## config.mk

```make
export PLATFORM = sky130hd
export DESIGN_NAME = chunk_adder
export DESIGN_NICKNAME = d
export VERILOG_FILES = /design/src/rtl/chunk_adder.sv
export SDC_FILE = /design/constraint.sdc
export NUM_CORES = 1
export LEC_CHECK = 0
export BUFFER_PORTS_ARGS = -buffer_cell sky130_fd_sc_hd__buf_2
export CORE_MARGIN = 4
export CORE_UTILIZATION = 50
export DETAILED_ROUTE_END_ITERATION = 10
export PLACE_DENSITY = 0.71
export SLEW_MARGIN = 20
export SYNTH_ARGS = -nofsm -noshare
export SYNTH_HDL_FRONTEND = slang
export SYNTH_SLANG_ARGS = --single-unit
```

## constraint.sdc

```tcl
create_clock -name clk -period 9 [get_ports clk]
set_input_delay 0 -clock clk [delete_from_list [all_inputs] [get_ports clk]]
set_output_delay 0 -clock clk [all_outputs]
set_load 0.05 [all_outputs]
```

## src/rtl/chunk_adder.sv

```systemverilog
// Multi-cycle adder/subtractor: one CHUNK-bit slice per RUN cycle, LSB slice first,
// with the carry held in a register between slices and a start/done handshake.
module chunk_adder #(
  parameter int unsigned WIDTH = 16,
  parameter int unsigned CHUNK = 4
) (
  input  logic             clk,
  input  logic             rst,
  input  logic             start,
  input  logic [WIDTH-1:0] a,
  input  logic [WIDTH-1:0] b,
  input  logic             cin,
  input  logic             sub,
  output logic             busy,
  output logic             done,
  output logic [WIDTH-1:0] sum,
  output logic             cout,
  output logic             ovf
);

  localparam int unsigned N  = WIDTH / CHUNK;
  localparam int unsigned KW = (N > 1) ? $clog2(N) : 1;

  typedef enum logic [1:0] {
    S_IDLE,
    S_RUN,
    S_DONE
  } state_t;

  state_t           state_q, state_d;
  logic [KW-1:0]    k_q, k_d;
  logic             c_q, c_d;
  logic [WIDTH-1:0] a_q, a_d;
  logic [WIDTH-1:0] b_q, b_d;
  logic [WIDTH-1:0] sum_q, sum_d;
  logic             cout_q, cout_d;
  logic             ovf_q, ovf_d;
  logic             busy_q, busy_d;
  logic             done_q, done_d;

  logic [CHUNK-1:0] a_sl, b_sl;
  logic [CHUNK:0]   slice;
  logic             c_msb;

  // Slice adder plus next-state/output logic
  always_comb begin
    state_d = state_q;
    k_d     = k_q;
    c_d     = c_q;
    a_d     = a_q;
    b_d     = b_q;
    sum_d   = sum_q;
    cout_d  = cout_q;
    ovf_d   = ovf_q;
    busy_d  = 1'b0;
    done_d  = 1'b0;
    a_sl    = '0;
    b_sl    = '0;

    for (int unsigned i = 0; i < N; i++) begin
      if (k_q == KW'(i)) begin
        a_sl = a_q[i*CHUNK +: CHUNK];
        b_sl = b_q[i*CHUNK +: CHUNK];
      end
    end
    slice = {1'b0, a_sl} + {1'b0, b_sl} + (CHUNK+1)'(c_q);
    // Carry into the slice MSB recovered from its sum bit and operand bits
    c_msb = slice[CHUNK-1] ^ a_sl[CHUNK-1] ^ b_sl[CHUNK-1];

    case (state_q)
      S_IDLE: begin
        if (start) begin
          a_d     = a;
          b_d     = b ^ {WIDTH{sub}};
          c_d     = cin ^ sub;
          k_d     = '0;
          state_d = S_RUN;
          busy_d  = 1'b1;
        end
      end
      S_RUN: begin
        for (int unsigned i = 0; i < N; i++) begin
          if (k_q == KW'(i)) sum_d[i*CHUNK +: CHUNK] = slice[CHUNK-1:0];
        end
        c_d = slice[CHUNK];
        if (k_q == KW'(N-1)) begin
          cout_d  = slice[CHUNK];
          ovf_d   = c_msb ^ slice[CHUNK];
          state_d = S_DONE;
          done_d  = 1'b1;
        end else begin
          k_d    = k_q + KW'(1);
          busy_d = 1'b1;
        end
      end
      S_DONE: state_d = S_IDLE;
      default: state_d = S_IDLE;
    endcase
  end

  always_ff @(posedge clk) begin
    if (rst) begin
      state_q <= S_IDLE;
      k_q     <= '0;
      c_q     <= 1'b0;
      a_q     <= '0;
      b_q     <= '0;
      sum_q   <= '0;
      cout_q  <= 1'b0;
      ovf_q   <= 1'b0;
      busy_q  <= 1'b0;
      done_q  <= 1'b0;
    end else begin
      state_q <= state_d;
      k_q     <= k_d;
      c_q     <= c_d;
      a_q     <= a_d;
      b_q     <= b_d;
      sum_q   <= sum_d;
      cout_q  <= cout_d;
      ovf_q   <= ovf_d;
      busy_q  <= busy_d;
      done_q  <= done_d;
    end
  end

  assign busy = busy_q;
  assign done = done_q;
  assign sum  = sum_q;
  assign cout = cout_q;
  assign ovf  = ovf_q;

endmodule
```

== Yosys cells after proc, flatten, opt, wreduce, memory -nomap -nowiden ==
Cells that the tools add are included.

* Add/subtract/negate cells: 3
* Eq/ne operators: 7
* Mux-type cells: 20
* Bitwise gates (word level): 6
* Reductions and logical operators: 12

{| class="wikitable"
|+ Operator list
! kind !! number
|-
| $mux 4 || 8
|-
| $xor 16x16->16 || 1
|-
| $reduce_and 2->1 || 7
|-
| $mux 2 || 4
|-
| $pmux 2 s2 || 2
|-
| $ne 2x2->1 const B || 3
|-
| $add 4x4->5 || 1
|-
| $add 5x1->5 || 1
|-
| $eq 2x1->1 const B || 2
|-
| $eq 2x2->1 const B || 2
|-
| $logic_not 2->1 || 2
|-
| $mux 1 || 4
|-
| $pmux 1 s2 || 2
|-
| $xor 1x1->1 || 4
|-
| $reduce_and 3->1 || 1
|-
| $add 2x1->2 const B || 1
|-
| $reduce_bool 2->1 || 1
|-
| $reduce_or 2->1 || 1
|-
| $not 1->1 || 1
|}

* Flip-flop bits (word level): 57
* Output and inout port bits: 20

== Depth between registers and ports, before layout ==
* Depth in word-level cells: 10
* Mapped depth: 16
* Gate-level depth less buffers: 15

== Least setup slack after synthesis ==
Ideal clock, no wire load.

* Kind: reg2reg
* Start point: reg k_q[0]
* End point: reg ovf_q, in the netlist ovf
* Data arrival time: 2892 ps
* Required time: 8905 ps
* Path slack: 6013 ps
* Cell stages (with the launch flop): 16
* Path through: dfxtp_1 > inv_1 > ha_1 > buf_6 > clkbuf_1 > a21oi_1 > nor2_1 > a21oi_1 > fa_1 > inv_1 > fa_1 > a21o_1 > a21oi_1 > xor2_1 > or3_1 > o311ai_1

* Word-level cells in the longest chain between the ends: 10

{| class="wikitable"
|+ Ends and longest elaborated chain
! element !! line !! source
|-
| start, declared || 31 || <nowiki>logic [KW-1:0] k_q, k_d;</nowiki>
|-
| start signal, assigned || 115 || <nowiki>k_q <= k_d;</nowiki>
|-
| $logic_not 2->1 || 61 || <nowiki>if (k_q == KW'(i)) begin</nowiki>
|-
| $mux 4 (4 in series) || 61 ||
|-
| $add 4x4->5 || 66 || <nowiki>slice = {1'b0, a_sl} + {1'b0, b_sl} + (CHUNK+1)'(c_q);</nowiki>
|-
| $add 5x1->5 || 66 ||
|-
| $xor 1x1->1 (2 in series) || 68 || <nowiki>c_msb = slice[CHUNK-1] ^ a_sl[CHUNK-1] ^ b_sl[CHUNK-1];</nowiki>
|-
| $xor 1x1->1 || 88 || <nowiki>ovf_d = c_msb ^ slice[CHUNK];</nowiki>
|-
| end signal, assigned || 121 || <nowiki>ovf_q <= ovf_d;</nowiki>
|-
| end, declared || 37 || <nowiki>logic ovf_q, ovf_d;</nowiki>
|}

Parallel ways exist; a longest one is shown, timed or not.
A chain may end at the register's enable or synchronous reset.

== Worst setup path in the final report ==
* Start point: reg k_q[1]
* End point: reg ovf_q, in the netlist ovf

The elaborated chain is that of the path after synthesis.

==> flow_summary.toml <==
[status]
status = "finished, final reports clean"

[sta]
worst_pin_slew_ps = 1010
final_max_slew_viol_count = 0
fin_setup_tns_ps = 0
setup_viol = 0
post-route-period-util_pct = 37.1
whs_ps = 69.8
relSlewSlack_pct = 32.9
grt_setup_unrepaired = "no"
fin_skew_ps = 6.72
post-route-min-period_ps = 3340
hold_viol = 0
max_freq_ghz = 0.299

[synth]
synth-seq-cells = 57
avgSynthCellArea_sq_um = 8.37
ys.flop_type = "dfxtp_1"
synth_edf_count = 0
synthArstFlopShare_pct = 0
syn-cell-area_sq_um = 2620
yosysUniqueCellTypes = 32
synth.net_count = 359
yosysWarnings = 0
yosysSeqAreaShare_pct = 43.5
synth_cells = 313

[global_route]
grt_overflow_total = 0
antenna_found_initial = 0
grt_start_max_net_pins = 59
grt_pass1_vias = 2226
grt_pass1_wl_microns = 9940
grt.total_usage_pct = 19.9

[floorplanning]
rows = 26
coreArea_sq_um = 5110
start_util_pct = 51.3
die_w_microns = 80.4
fp.dieArea_sq_um = 6460
die_h_microns = 80.4
ios = 57

[drt]
via_per_inst = 5.00
postRouteAntennaNets = 0
drt_iter0_drc = 75
route.detailed.drc = 0
wl_per_cell_microns = 12.9
drt-pass1-iter-count = 5
vias = 2316
routed_wl_microns = 5950

[final_layout]
layout_common_cells = "57 x dfxtp_1, 56 x buf_2, 50 x nand2_1"
layout_commonest_cell = "dfxtp_1"
drive_above_1_share_pct = 19.3
finalNonFillerCells = 463
nFillCells = 448
diodes = 0
nets = 434
area_growth_pct = 31.2

[critical_path]
worstPathRequired_ps = 9240
slowest_delay_ps = 440
cp-start-kind = "register"
cpMaxStageDelayCell = "ha_1"
crit_path_max_fanout = 17
cpMostUsedCell = "a21oi_1"
setup.worst_path.end_class = "register"
path_cells = "inv_1 > ha_1 > nand3b_1 > a21oi_1 > a21oi_1 > nor2_1 > a21oi_1 > fa_1 > inv_1 > fa_1 > a21o_1 > a21oi_1 > xor2_1 > or3_1 > o311ai_1"
cp.arrival_ps = 3580
path_class = "register to register"

[pwr]
cellPowerDensity_nw_per_um2 = 191
power.leakage_uw = 0.00143
peakVddDrop_v = 0.0000977

[clock_tree]
cts_tree = "yes"
ctsRootBufferMaster = "clkbuf_8"
cts_sinks = 57
clkSlewWorstSetupHoldPaths_ps = 70
cts_max_level = 3
cts_made_buffers = 9
clock_latency_ps = 330
clockBufferDepth = 2
post_cts_buffers = 0

[placement]
dp_cells = 415
port_buffers = 56
gp_congestion = 0.760
dpl.hpwl_microns = 3870

[min_path]
hold_path.class = "primary input to register"

[job]
drv_cap = 0
## critical path, delay by kind of cell, from the launching register on
| kind | cells | cell delay [ps] |
|---|---|---|
| xor+xnor | 1 | 130 |
| fa+ha+maj | 3 | 1050 |
| compound gates | 6 | 1040 |
| buf+inv | 2 | 140 |
| simple gates | 3 | 540 |
| flops | 1 | 330 |
## area by class of cell
| cell class | count | area [sq um] | area share, % |
|---|---|---|---|
| Timing Repair Buffer | 89 | 608 | 17.7 |
| Inverter | 5 | 18.8 | 0.546 |
| Clock buffer | 11 | 151 | 4.40 |
| Sequential cell | 57 | 1140 | 33.2 |
| Clock inverter | 5 | 77.6 | 2.26 |
| Tap cell | 70 | 87.6 | 2.55 |
| Multi-Input combinational cell | 226 | 1360 | 39.4 |
## state kept, by name (all words and copies together), names as in the netlist
name and cells:
c_q 1, cout 1, busy 1, sum 16, ovf 1, state_q 2
k_q 2, done 1, b_q 16, a_q 16
## cell usage after synthesis (2+ instances only)
| master | count | area, sq um |
|---|---|---|
| a211oi_1 | 26 | 195 |
| a211oi_2 | 2 | 25.0 |
| a21o_1 | 2 | 15.0 |
| a21oi_1 | 35 | 175 |
| and2_1 | 6 | 37.5 |
| buf_2 | 4 | 20.0 |
| clkbuf_1 | 19 | 71.3 |
| dfxtp_1 | 57 | 1140 |
| fa_1 | 2 | 40.0 |
| ha_1 | 7 | 87.6 |
| inv_1 | 5 | 18.8 |
| mux2i_1 | 6 | 60.1 |
| nand2_1 | 50 | 188 |
| nand3b_1 | 9 | 67.6 |
| nor2_1 | 41 | 154 |
| nor2b_1 | 4 | 25.0 |
| o21ai_0 | 5 | 25.0 |
| or3_1 | 2 | 12.5 |
| xnor2_1 | 17 | 149 |
| xor2_1 | 2 | 17.5 |
## routing by layer
metal,vias up,global-route usage [%],wire (microns)
li1,1214,-,-
met1,1027,24.7,2740
met2,60,32.0,2790
met3,15,4.48,268
met4,0,10.3,152
met5,-,0,0
## report_power, final
group / internal [uW] / switching [uW] / leakage [uW]
sequential: 268 / 8.91 / 0.000467
clock: 170 / 101 / 0.000115
combinational: 47.7 / 62.5 / 0.000848
total: 485 / 172 / 0.00143
## path summary, 6_finish.rpt
check | start | end | slack [ps] | cells past startpoint
worst min register to register | sum[15] | sum[15] | 450 | 2
worst min-delay path | cin | c_q | 70 | 4
worst max register to register | k_q[1] | ovf | 5660 | 15
worst max-delay path | k_q[1] | ovf | 5660 | 15
## repair_timing
| action | 4_1_cts | 5_1_grt |
|---|---|---|
| hold buffers | 32 | 0 |
| resized for setup | 0 | 0 |
| endpoints found under the hold margin | 32 | 0 |
## logic make-up (layout without fill, tap and decap cells)
kind of cell	count (synthesis)	after routing	share of synthesized area [%]
adders and majority gates	9	9	4.87
muxes	6	6	2.29
DFF	57	57	43.5
buffers and inverters	30	110	4.77
AOI/OAI and AO/OA	75	75	18.2
xor gates and xnor gates	19	19	6.35
and+or+nand+nor	117	117	20.0
## metrics by stage
step	total power (uW)	utilization [%]	worst slack, ps	cell area, sq um
finish	657	67.3	5660	3440
floorplan	356	-	6010	2620
detailed placement	381	56.6	5700	2890
CTS	661	67.3	5660	3440
global route	686	67.3	5330	3440
global placement	380	56.6	5810	2890
Power figures use the tool's default switching activity.
